File: src/rtl/util_1553_pkg.sv
// Shared constants for the 1553 receive path: sync codes, word sizes, tuser layout and bus
// level encodings.
package util_1553_pkg;

    typedef logic [2:0] sync_type_t;

    localparam sync_type_t SYNC_CMD  = 3'b100;
    localparam sync_type_t SYNC_DATA = 3'b010;

    localparam int unsigned WORD_BITS        = 16;
    localparam int unsigned BITS_WITH_PARITY = 17;

    localparam int unsigned TUSER_SYNC_MSB = 7;
    localparam int unsigned TUSER_SYNC_LSB = 5;
    localparam int unsigned TUSER_PARITY   = 0;

    localparam logic [1:0] HIGH = 2'b10;
    localparam logic [1:0] LOW  = 2'b01;

    function automatic logic level_valid(input logic [1:0] lvl);
        return (lvl == HIGH) || (lvl == LOW);
    endfunction

endpackage

File: src/rtl/util_1553_sync_detect.sv
// Synchronizes the bus pair and measures the two 1.5-bit sync halves. sync_found_o marks the
// first sample of data bit 0; sync_err_o exists only with UTIL_AXIS_1553_DECODER_RX_ERR_EN.
module util_1553_sync_detect
    import util_1553_pkg::*;
#(
    parameter int unsigned samples_per_bit = 20,
    parameter int unsigned sync_tol        = 2
) (
    input  logic       clk_i,
    input  logic       rst_i,
    input  logic [1:0] diff_i,
    input  logic       hold_i,
    output logic [1:0] diff_sync_o,
    output logic       sync_found_o,
    output logic [2:0] sync_type_o
`ifdef UTIL_AXIS_1553_DECODER_RX_ERR_EN
    ,
    output logic       sync_err_o
`endif
);

    localparam int unsigned SyncNom = 3 * samples_per_bit / 2;
    localparam int unsigned SyncMin = SyncNom - sync_tol;
    localparam int unsigned SyncMax = SyncNom + sync_tol;
    localparam int unsigned RunW    = $clog2(SyncMax + 2);

    localparam logic [RunW-1:0] RunNom = RunW'(SyncNom);
    localparam logic [RunW-1:0] RunMin = RunW'(SyncMin);
    localparam logic [RunW-1:0] RunMax = RunW'(SyncMax);

    localparam logic [1:0] StIdle  = 2'd0;
    localparam logic [1:0] StSyncA = 2'd1;
    localparam logic [1:0] StSyncB = 2'd2;

    logic [1:0]      meta_q, sync_q;
    logic [1:0]      state_q, state_d;
    logic [RunW-1:0] run_q, run_d;
    logic [1:0]      level_q, level_d;
    sync_type_t      type_q, type_d;
    logic            valid, same, in_win, sync_bad;

    always_ff @(posedge clk_i or posedge rst_i) begin
        if (rst_i) begin
            meta_q  <= '0;
            sync_q  <= '0;
            state_q <= StIdle;
            run_q   <= '0;
            level_q <= '0;
            type_q  <= '0;
        end else begin
            meta_q  <= diff_i;
            sync_q  <= meta_q;
            state_q <= state_d;
            run_q   <= run_d;
            level_q <= level_d;
            type_q  <= type_d;
        end
    end

    assign valid    = level_valid(sync_q);
    assign same     = (sync_q == level_q);
    assign in_win   = (run_q >= RunMin) && (run_q <= RunMax);
    assign sync_bad = !hold_i && (state_q == StSyncB) && (!valid || (!same && !in_win));

    always_comb begin
        state_d      = state_q;
        run_d        = run_q;
        level_d      = level_q;
        type_d       = type_q;
        sync_found_o = 1'b0;
        if (hold_i) begin
            state_d = StIdle;
            run_d   = '0;
        end else begin
            case (state_q)
                StIdle: begin
                    if (valid) begin
                        level_d = sync_q;
                        run_d   = RunW'(1);
                        state_d = StSyncA;
                    end
                end
                StSyncA: begin
                    if (!valid) begin
                        state_d = StIdle;
                        run_d   = '0;
                    end else if (same) begin
                        // Saturate so an over-long run can never alias into a valid sync.
                        if (run_q <= RunMax) run_d = run_q + 1'b1;
                    end else if (in_win) begin
                        type_d  = (level_q == HIGH) ? SYNC_CMD : SYNC_DATA;
                        level_d = sync_q;
                        run_d   = RunW'(1);
                        state_d = StSyncB;
                    end else begin
                        level_d = sync_q;
                        run_d   = RunW'(1);
                    end
                end
                StSyncB: begin
                    // Bit 0 may continue the second half's level, so a nominal-length run
                    // with no edge also marks the start of data.
                    if (sync_bad) begin
                        state_d = StIdle;
                        run_d   = '0;
                    end else if (!same || (run_q == RunNom)) begin
                        sync_found_o = 1'b1;
                        state_d      = StIdle;
                        run_d        = '0;
                    end else begin
                        run_d = run_q + 1'b1;
                    end
                end
                default: begin
                    state_d = StIdle;
                    run_d   = '0;
                end
            endcase
        end
    end

    assign diff_sync_o = sync_q;
    assign sync_type_o = type_q;

`ifdef UTIL_AXIS_1553_DECODER_RX_ERR_EN
    assign sync_err_o = sync_bad;
`endif

endmodule

File: src/rtl/util_axis_1553_decoder.sv
// MIL-STD-1553 receive decoder: sync detection, Manchester decode and an AXI-Stream output
// register. Defining UTIL_AXIS_1553_DECODER_RX_ERR_EN adds the rx_err error pulse port.
module util_axis_1553_decoder
    import util_1553_pkg::*;
#(
    parameter int unsigned clock_speed = 20000000,
    parameter int unsigned sync_tol    = 2
) (
    input  logic        aclk,
    input  logic        arst,
    input  logic [1:0]  diff,
    output logic [15:0] m_axis_tdata,
    output logic [7:0]  m_axis_tuser,
    output logic        m_axis_tvalid,
    input  logic        m_axis_tready
`ifdef UTIL_AXIS_1553_DECODER_RX_ERR_EN
    ,
    output logic        rx_err
`endif
);

    localparam int unsigned samples_per_bit = clock_speed / 1000000;
    localparam int unsigned TimW            = $clog2(samples_per_bit);

    localparam logic [TimW-1:0] TimFirst  = TimW'(samples_per_bit / 4);
    localparam logic [TimW-1:0] TimSecond = TimW'(3 * samples_per_bit / 4);
    localparam logic [TimW-1:0] TimLast   = TimW'(samples_per_bit - 1);
    localparam logic [4:0]      LastBit   = 5'(BITS_WITH_PARITY - 1);

    localparam logic [1:0] StIdle   = 2'd0;
    localparam logic [1:0] StData   = 2'd1;
    localparam logic [1:0] StOutput = 2'd2;
    localparam logic [1:0] StTail   = 2'd3;

    logic [1:0]                  state_q, state_d;
    logic [TimW-1:0]             timer_q, timer_d;
    logic [4:0]                  bit_cnt_q, bit_cnt_d;
    logic [BITS_WITH_PARITY-1:0] shift_q, shift_d;
    logic [1:0]                  half_q, half_d;
    sync_type_t                  type_q, type_d;
    logic [WORD_BITS-1:0]        tdata_q, tdata_d;
    logic [7:0]                  tuser_q, tuser_d;
    logic                        tvalid_q, tvalid_d;

    logic [1:0] diff_sync;
    logic       sync_found;
    sync_type_t sync_type;
    logic       bit_sample, manch_err, out_cycle, load;

`ifdef UTIL_AXIS_1553_DECODER_RX_ERR_EN
    logic sync_err;
    logic err_q;
`endif

    util_1553_sync_detect #(
        .samples_per_bit(samples_per_bit),
        .sync_tol       (sync_tol)
    ) u_sync_detect (
        .clk_i       (aclk),
        .rst_i       (arst),
        .diff_i      (diff),
        .hold_i      (state_q != StIdle),
        .diff_sync_o (diff_sync),
        .sync_found_o(sync_found),
        .sync_type_o (sync_type)
`ifdef UTIL_AXIS_1553_DECODER_RX_ERR_EN
        ,
        .sync_err_o  (sync_err)
`endif
    );

    always_ff @(posedge aclk or posedge arst) begin
        if (arst) begin
            state_q   <= StIdle;
            timer_q   <= '0;
            bit_cnt_q <= '0;
            shift_q   <= '0;
            half_q    <= '0;
            type_q    <= '0;
            tdata_q   <= '0;
            tuser_q   <= '0;
            tvalid_q  <= 1'b0;
        end else begin
            state_q   <= state_d;
            timer_q   <= timer_d;
            bit_cnt_q <= bit_cnt_d;
            shift_q   <= shift_d;
            half_q    <= half_d;
            type_q    <= type_d;
            tdata_q   <= tdata_d;
            tuser_q   <= tuser_d;
            tvalid_q  <= tvalid_d;
        end
    end

    assign bit_sample = (state_q == StData) && (timer_q == TimSecond);
    assign manch_err  = bit_sample && (!level_valid(half_q) || !level_valid(diff_sync) ||
                                       (half_q == diff_sync));
    assign out_cycle  = (state_q == StOutput);
    assign load       = out_cycle && (!tvalid_q || m_axis_tready);

    always_comb begin
        state_d   = state_q;
        timer_d   = timer_q;
        bit_cnt_d = bit_cnt_q;
        shift_d   = shift_q;
        half_d    = half_q;
        type_d    = type_q;
        if (state_q != StIdle) timer_d = (timer_q == TimLast) ? '0 : timer_q + 1'b1;
        case (state_q)
            StIdle: begin
                // The sync_found sample is bit 0's sample 0, so the timer resumes at 1.
                if (sync_found) begin
                    timer_d   = TimW'(1);
                    bit_cnt_d = '0;
                    type_d    = sync_type;
                    state_d   = StData;
                end
            end
            StData: begin
                if (timer_q == TimFirst) half_d = diff_sync;
                if (manch_err) begin
                    state_d = StIdle;
                end else if (bit_sample) begin
                    shift_d   = {shift_q[BITS_WITH_PARITY-2:0], half_q == HIGH};
                    bit_cnt_d = bit_cnt_q + 1'b1;
                    if (bit_cnt_q == LastBit) state_d = StOutput;
                end
            end
            // Hold the sync detector off until the parity bit has fully elapsed so a
            // back-to-back sync is measured from its true start.
            StOutput: state_d = (timer_q == TimLast) ? StIdle : StTail;
            StTail:   if (timer_q == TimLast) state_d = StIdle;
            default:  state_d = StIdle;
        endcase
    end

    always_comb begin
        tdata_d  = tdata_q;
        tuser_d  = tuser_q;
        tvalid_d = tvalid_q;
        if (load) begin
            tdata_d                                = shift_q[BITS_WITH_PARITY-1:1];
            tuser_d                                = '0;
            tuser_d[TUSER_SYNC_MSB:TUSER_SYNC_LSB] = type_q;
            tuser_d[TUSER_PARITY]                  = ^shift_q;
            tvalid_d                               = 1'b1;
        end else if (tvalid_q && m_axis_tready) begin
            tvalid_d = 1'b0;
        end
    end

    assign m_axis_tdata  = tdata_q;
    assign m_axis_tuser  = tuser_q;
    assign m_axis_tvalid = tvalid_q;

`ifdef UTIL_AXIS_1553_DECODER_RX_ERR_EN
    always_ff @(posedge aclk or posedge arst) begin
        if (arst) err_q <= 1'b0;
        else      err_q <= sync_err | manch_err | (out_cycle && !load);
    end

    assign rx_err = err_q;
`endif

endmodule

File: config.mk
export PLATFORM = sky130hd
export DESIGN_NAME = util_axis_1553_decoder
export DESIGN_NICKNAME = d
export VERILOG_FILES = /design/src/rtl/util_1553_pkg.sv /design/src/rtl/util_1553_sync_detect.sv /design/src/rtl/util_axis_1553_decoder.sv
export SDC_FILE = /design/constraint.sdc
export NUM_CORES = 1
export LEC_CHECK = 0
export CAP_MARGIN = 20
export CELL_PAD_IN_SITES_DETAIL_PLACEMENT = 0
export CELL_PAD_IN_SITES_GLOBAL_PLACEMENT = 1
export CORE_ASPECT_RATIO = 1.75
export CORE_MARGIN = 2
export CORE_UTILIZATION = 47
export CTS_BUF_LIST = sky130_fd_sc_hd__clkbuf_8
export DETAILED_ROUTE_END_ITERATION = 8
export PLACE_DENSITY_LB_ADDON = 0.1
export SETUP_SLACK_MARGIN = 0.3
export SYNTH_ARGS = -nofsm -noshare
export SYNTH_HDL_FRONTEND = slang
export SYNTH_SLANG_ARGS = --single-unit
export TNS_END_PERCENT = 100
File: constraint.sdc
create_clock -name aclk -period 4.55 [get_ports aclk]
set_clock_uncertainty 0.2 [all_clocks]
set_input_delay 0.91 -clock aclk [delete_from_list [all_inputs] [get_ports aclk]]
set_output_delay 0.91 -clock aclk [all_outputs]
set_load 0.01 [all_outputs]
Word level (Yosys, flattened, before mapping) --
Index checks and enable logic that the tools add are counted.
Storage, ports and cells: logic and storage cells 133, bits in writable memories 0, register bits after elaboration 72, memory bits (read-only) 0, output and inout port bits 25, memories kept 0, bits in latches 0
Cells by class: divide/modulo/power cells 0, shift-type cells 0, add/subtract/negate cells 3, reduce and logical (&&, ||, !) cells 37, $mul 0, eq/ne operators 31, order comparisons 2, bitwise gates (word level) 3, muxes and demuxes 42
Operators with widths (count):
- 2-to-1 mux 6 bit | 7
- 2-to-1 mux 5 bit | 7
- 2-to-1 mux 2 bit | 16
- one-hot mux 6 bit (3 select lines) | 1
- XOR reduction 17 bit | 1
- == test 2 bit, second input constant | 6
- AND reduction 4 bit | 3
- adder 5 x 1 -> 5 bit, second input constant | 2
- == test 5 bit, second input constant | 2
- inequality test 2 bit, second input constant | 5
- one-hot mux 5 bit (2 select lines) | 1
- AND reduction 5 bit | 2
- == test 2 x 1 -> 1 bit, second input constant | 4
- logical AND 1 bit | 8
- inequality test 4 x 3 -> 1 bit, second input constant | 2
- one-hot mux 2 bit (4 select lines) | 1
- nonzero test 2 bit | 4
- logical OR 1 bit | 7
- adder 6 x 1 -> 6 bit, second input constant | 1
- == test 6 x 5 -> 1 bit, second input constant | 1
- >= comparator 6 x 5 -> 1 bit, second input constant | 1
- <= comparator 6 bit, second input constant | 1
- logical NOT 1 bit | 6
- 2-to-1 mux 1 bit | 6
- 16 further kinds | 23

Depth between registers and ports, before layout --
depth in word-level cells 11, gate-level depth with buffers 8, depth with buffers taken out 7

Hierarchy --
From an unflattened synthesis, not the netlist that was laid out.
Second synthesis, totals: cells, all modules 284, area total of the unflattened synthesis 3493.4 um^2
By module, submodules not included:
- util_axis_1553_decoder | sequential area each 1376.3 um^2, cells an instance 191, instances 1, area each 2504.9 um^2
- util_1553_sync_detect | sequential area each 400.4 um^2, cells an instance 93, instances 1, area each 988.4 um^2

Worst setup path after synthesis --
No wires, ideal clock.
path kind input-to-reg, start input m_axis_tready, end register tdata_q[0] (netlist: m_axis_tdata[0]), arrival 1.857 ns, library setup time 0.125 ns, cell stages on the path 4, buffers on the path 1, required time 4.225 ns, setup slack 2.368 ns, path through inv_1 -> a21oi_2 -> buf_4 -> mux2_2
Between the ends: word-level cells in the longest chain between the ends 2
Ends and longest elaborated chain:
- start: declaration | RTL line util_axis_1553_decoder.sv:15 | input logic m_axis_tready
- logical OR 1 bit | RTL line util_axis_1553_decoder.sv:100 | assign load = out_cycle && (!tvalid_q || m_axis_tready);
- logical AND 1 bit | RTL line util_axis_1553_decoder.sv:100
- end signal: assignment | RTL line util_axis_1553_decoder.sv:90 | tdata_q <= tdata_d;
- end: declaration | RTL line util_axis_1553_decoder.sv:41 | logic [WORD_BITS-1:0] tdata_q, tdata_d;
No other way between the ends. A chain may end at the register's enable or synchronous reset.

Final worst setup path --
start register timer_q[0], end register shift_q[14]
Between the ends: word-level cells in the longest chain between the ends 5
Ends and longest elaborated chain:
- start: declaration | RTL line util_axis_1553_decoder.sv:36 | logic [TimW-1:0] timer_q, timer_d;
- start signal: assignment | RTL line util_axis_1553_decoder.sv:85 | timer_q <= timer_d;
- == test 5 x 4 -> 1 bit * | RTL line util_axis_1553_decoder.sv:96 | assign bit_sample = (state_q == StData) && (timer_q == TimSecond);
- logical AND 1 bit * | RTL line util_axis_1553_decoder.sv:96
- logical AND 1 bit | RTL line util_axis_1553_decoder.sv:97 | assign manch_err = bit_sample && (!level_valid(half_q) || !level_valid(diff_sync) ||
- inverter 1 bit (no line)
- AND reduction 3 bit (no line) *
- end signal: assignment | RTL line util_axis_1553_decoder.sv:87 | shift_q <= shift_d;
- end: declaration | RTL line util_axis_1553_decoder.sv:38 | logic [BITS_WITH_PARITY-1:0] shift_q, shift_d;
Every way passes the cells marked *; elsewhere a longest branch is shown, timed or not.

==> metrics.txt <==
TritonRoute pass-1 iters 4; TritonCTS buffer count 9; Max Cap Viol 0; htree depth 3; Routed wire per std cell 16.0 µm; combinational power share 7.6%; Reg clk slew, reported paths 0.07 ns; Clock Sinks just under 70; via count between 2000 and 2500; Clock Tree Root clkbuf_8; pre-CTS WS about 1.5 ns; final WL 6440 µm; Synth Warn # 0; kind of critical path reg2reg; crit path DAT 2.62 ns; total global routing overflow 0; actual slew at the worst max-slew pin ~1.0 ns; syn_area_per_cell approximately 12 µm²; Layout area overhead 13.4%; setup_tns 0 ns; Required @ worst endpoint 4.58 ns; commonest cells after routing, fill and taps aside dfrtp_1 (69), clkdlybuf4s50_1 (24), mux2_2 (22); IO buf count 24; crit-path cells ha_1, and3_1, ha_1, nand2_1, nor3_4, mux2_1; Critical Path Slowest Stage Cell nor3_4; clock latency on the worst-skew pair approximately 0.35 ns; Post-synth EDFFs 0; Worst Hold Path Cells 0; RSZ-0062 raised after global routing false; Layout Nets about 330; pin count of the biggest net entering global routing 37; Relative slew margins 31.7%; Top FF cell, synth dfrtp_1; Fin. Hold Viols 0; Synth Instances 283; Final min period 2.58 ns; CP Capture Type flop; HP Start u_sync_detect.meta_q[0]; R2R Path Start timer_q[0]; gr usage total roughly 18%; share of cells above drive strength 1 20.2%; reg2reg setup slack 1.97 ns; CTS tree built; CP Buf/Inv Count 0; Clock power frac 38.4%; core area 0.00723 mm²; hold buffer count at cts 0; crit-path max FO 23; Initial Util 48.7%; switching pwr 0.301 mW; CTS resizes 0; PD cells 294 mW/mm²; DIE AREA 0.00823 mm²; Rows 41; DR vias/cell ~5.4; CP max stage delay 0.80 ns; internal power ~0.87 mW; run status finished, final reports clean; switching share of power between 20% and 30%; global-route wire length before repair 11400 µm; cell family with most CP delay simple AND/OR/NAND/NOR gates; Post-Syn Area about 0.0035 mm²; f_max 0.387 GHz; Async SR Flop Fraction 100%; GP Congestion 0.816; IO Count 30; fin crit share around 57%; Flop pwr share 54.0%; commonest non-fill, non-tap cell in the layout dfrtp_1; most used cell along the critical path ha_1; VDD IR max 0.000173 V; r2r endpoint shift_q[14]; Design Power about 1.2 mW; hold endpoint u_sync_detect.diff_sync_o[0]; sequential element share of the synthesized area 49.0%; dpl hpwl roughly 4800 µm; Reg2Reg Depth 6; Final setup viols 0; initial antenna violation count 0; Post-route DRC 0; Final WS setup 1.97 ns; ANT nets after route 0; initial DRC count 80; Pleak 1.84 nW; Post-CTS Setup Bufs 0; die height 119 µm; Antenna diodes 0; Die Wd 69.5 µm; Slew Limit Fails 0; Hold Path Class reg2reg; synthesized flop and latch total 69; clk buf depth 2; startpoint class of the critical path flop; distinct cell type count after synthesis 69; vias in the first global route 2326
-- stage by stage --
| stage | utilization, % | hold WS, ns | cell area (µm²) | std cells |
|---|---|---|---|---|
| 2_1_floorplan | - | 0.131 | 3540 | 287 |
| 3_3_place_gp | 52.6 | 0.136 | 3810 | 386 |
| 3_5_place_dp | 52.6 | 0.143 | 3810 | 386 |
| 4_1_cts | 55.1 | 0.159 | 3990 | 402 |
| 5_1_grt | 55.3 | 0.160 | 4000 | 403 |
| 6_report | 55.3 | 0.156 | 4000 | 403 |
-- cells in the mapped netlist, drive strengths merged (5+ instances only) --
master / instances / share of area [%]
a21oi: 5 / 0.82
buf: 12 / 2.6
dfrtp: 69 / 49
ha: 9 / 3.2
inv: 13 / 1.4
mux2: 42 / 13
nand2: 15 / 1.7
nand2b: 7 / 1.2
nand3: 9 / 1.3
nor2: 12 / 2.0
nor2b: 5 / 0.89
o211ai: 5 / 1.3
o21ai: 6 / 0.85
xnor2: 15 / 3.9
xor2: 6 / 1.9
-- worst max-delay path by stage --
stage	startpoint	endpoint	slack, ns	depth (start not counted)
global placement	m_axis_tready	m_axis_tdata[12]	1.58	4
CTS	m_axis_tready	m_axis_tuser[0]	1.92	4
global route	timer_q[0]	shift_q[14]	1.77	6
floorplan	arst	bit_cnt_q[0]	1.70	1
detailed placement	m_axis_tready	m_axis_tuser[0]	1.54	4
finish	timer_q[0]	shift_q[14]	1.97	6
-- metal layers --
metal	GRT usage [%]	routed length [µm]
met5	0	0
met4	9.80	177
met3	3.41	154
met2	31.7	3570
met1	19.2	2540
-- power groups by stage --
| stage | clock network, mW | logic, mW | registers, mW |
|---|---|---|---|
| detailed placement | 0 | 0.0916 | 0.646 |
| global route | 0.490 | 0.100 | 0.635 |
| global placement | 0 | 0.0919 | 0.646 |
| CTS | 0.468 | 0.0920 | 0.634 |
| finish | 0.451 | 0.0894 | 0.634 |
| floorplan | 0 | 0.0754 | 0.641 |
-- logic make-up (layout without fill, tap and decap cells) --
family | count (synthesis) | count (layout) | share of synthesized area [%]
AO/OA/AOI/OAI | 43 | 43 | 10.5
XOR/XNOR | 22 | 22 | 6.50
adder cells (fa/ha/maj) | 9 | 9 | 3.19
buffers and inverters | 26 | 56 | 4.12
flip-flops | 69 | 69 | 49.0
multiplexers | 45 | 45 | 14.3
other | 1 | 5 | 0.106
AND/OR/NAND/NOR | 68 | 68 | 12.4
-- registers in the layout, indices dropped and copies added (netlist names), 3 cells and up --
| register | flops |
|---|---|
| bit_cnt_q | 5 |
| m_axis_tdata | 16 |
| m_axis_tuser | 3 |
| shift_q | 17 |
| timer_q | 5 |
| u_sync_detect.run_q | 6 |
-- final cells by class --
class / count / area, µm²
Clock buffer: 11 / 151
Inverter: 13 / 48.8
Multi-Input combinational cell: 192 / 1670
Timing Repair Buffer: 27 / 267
Sequential cell: 69 / 1730
Clock inverter: 5 / 27.5
Fill cell: 636 / 3240
Tap cell: 86 / 108
(Power assumes the default switching activity.)
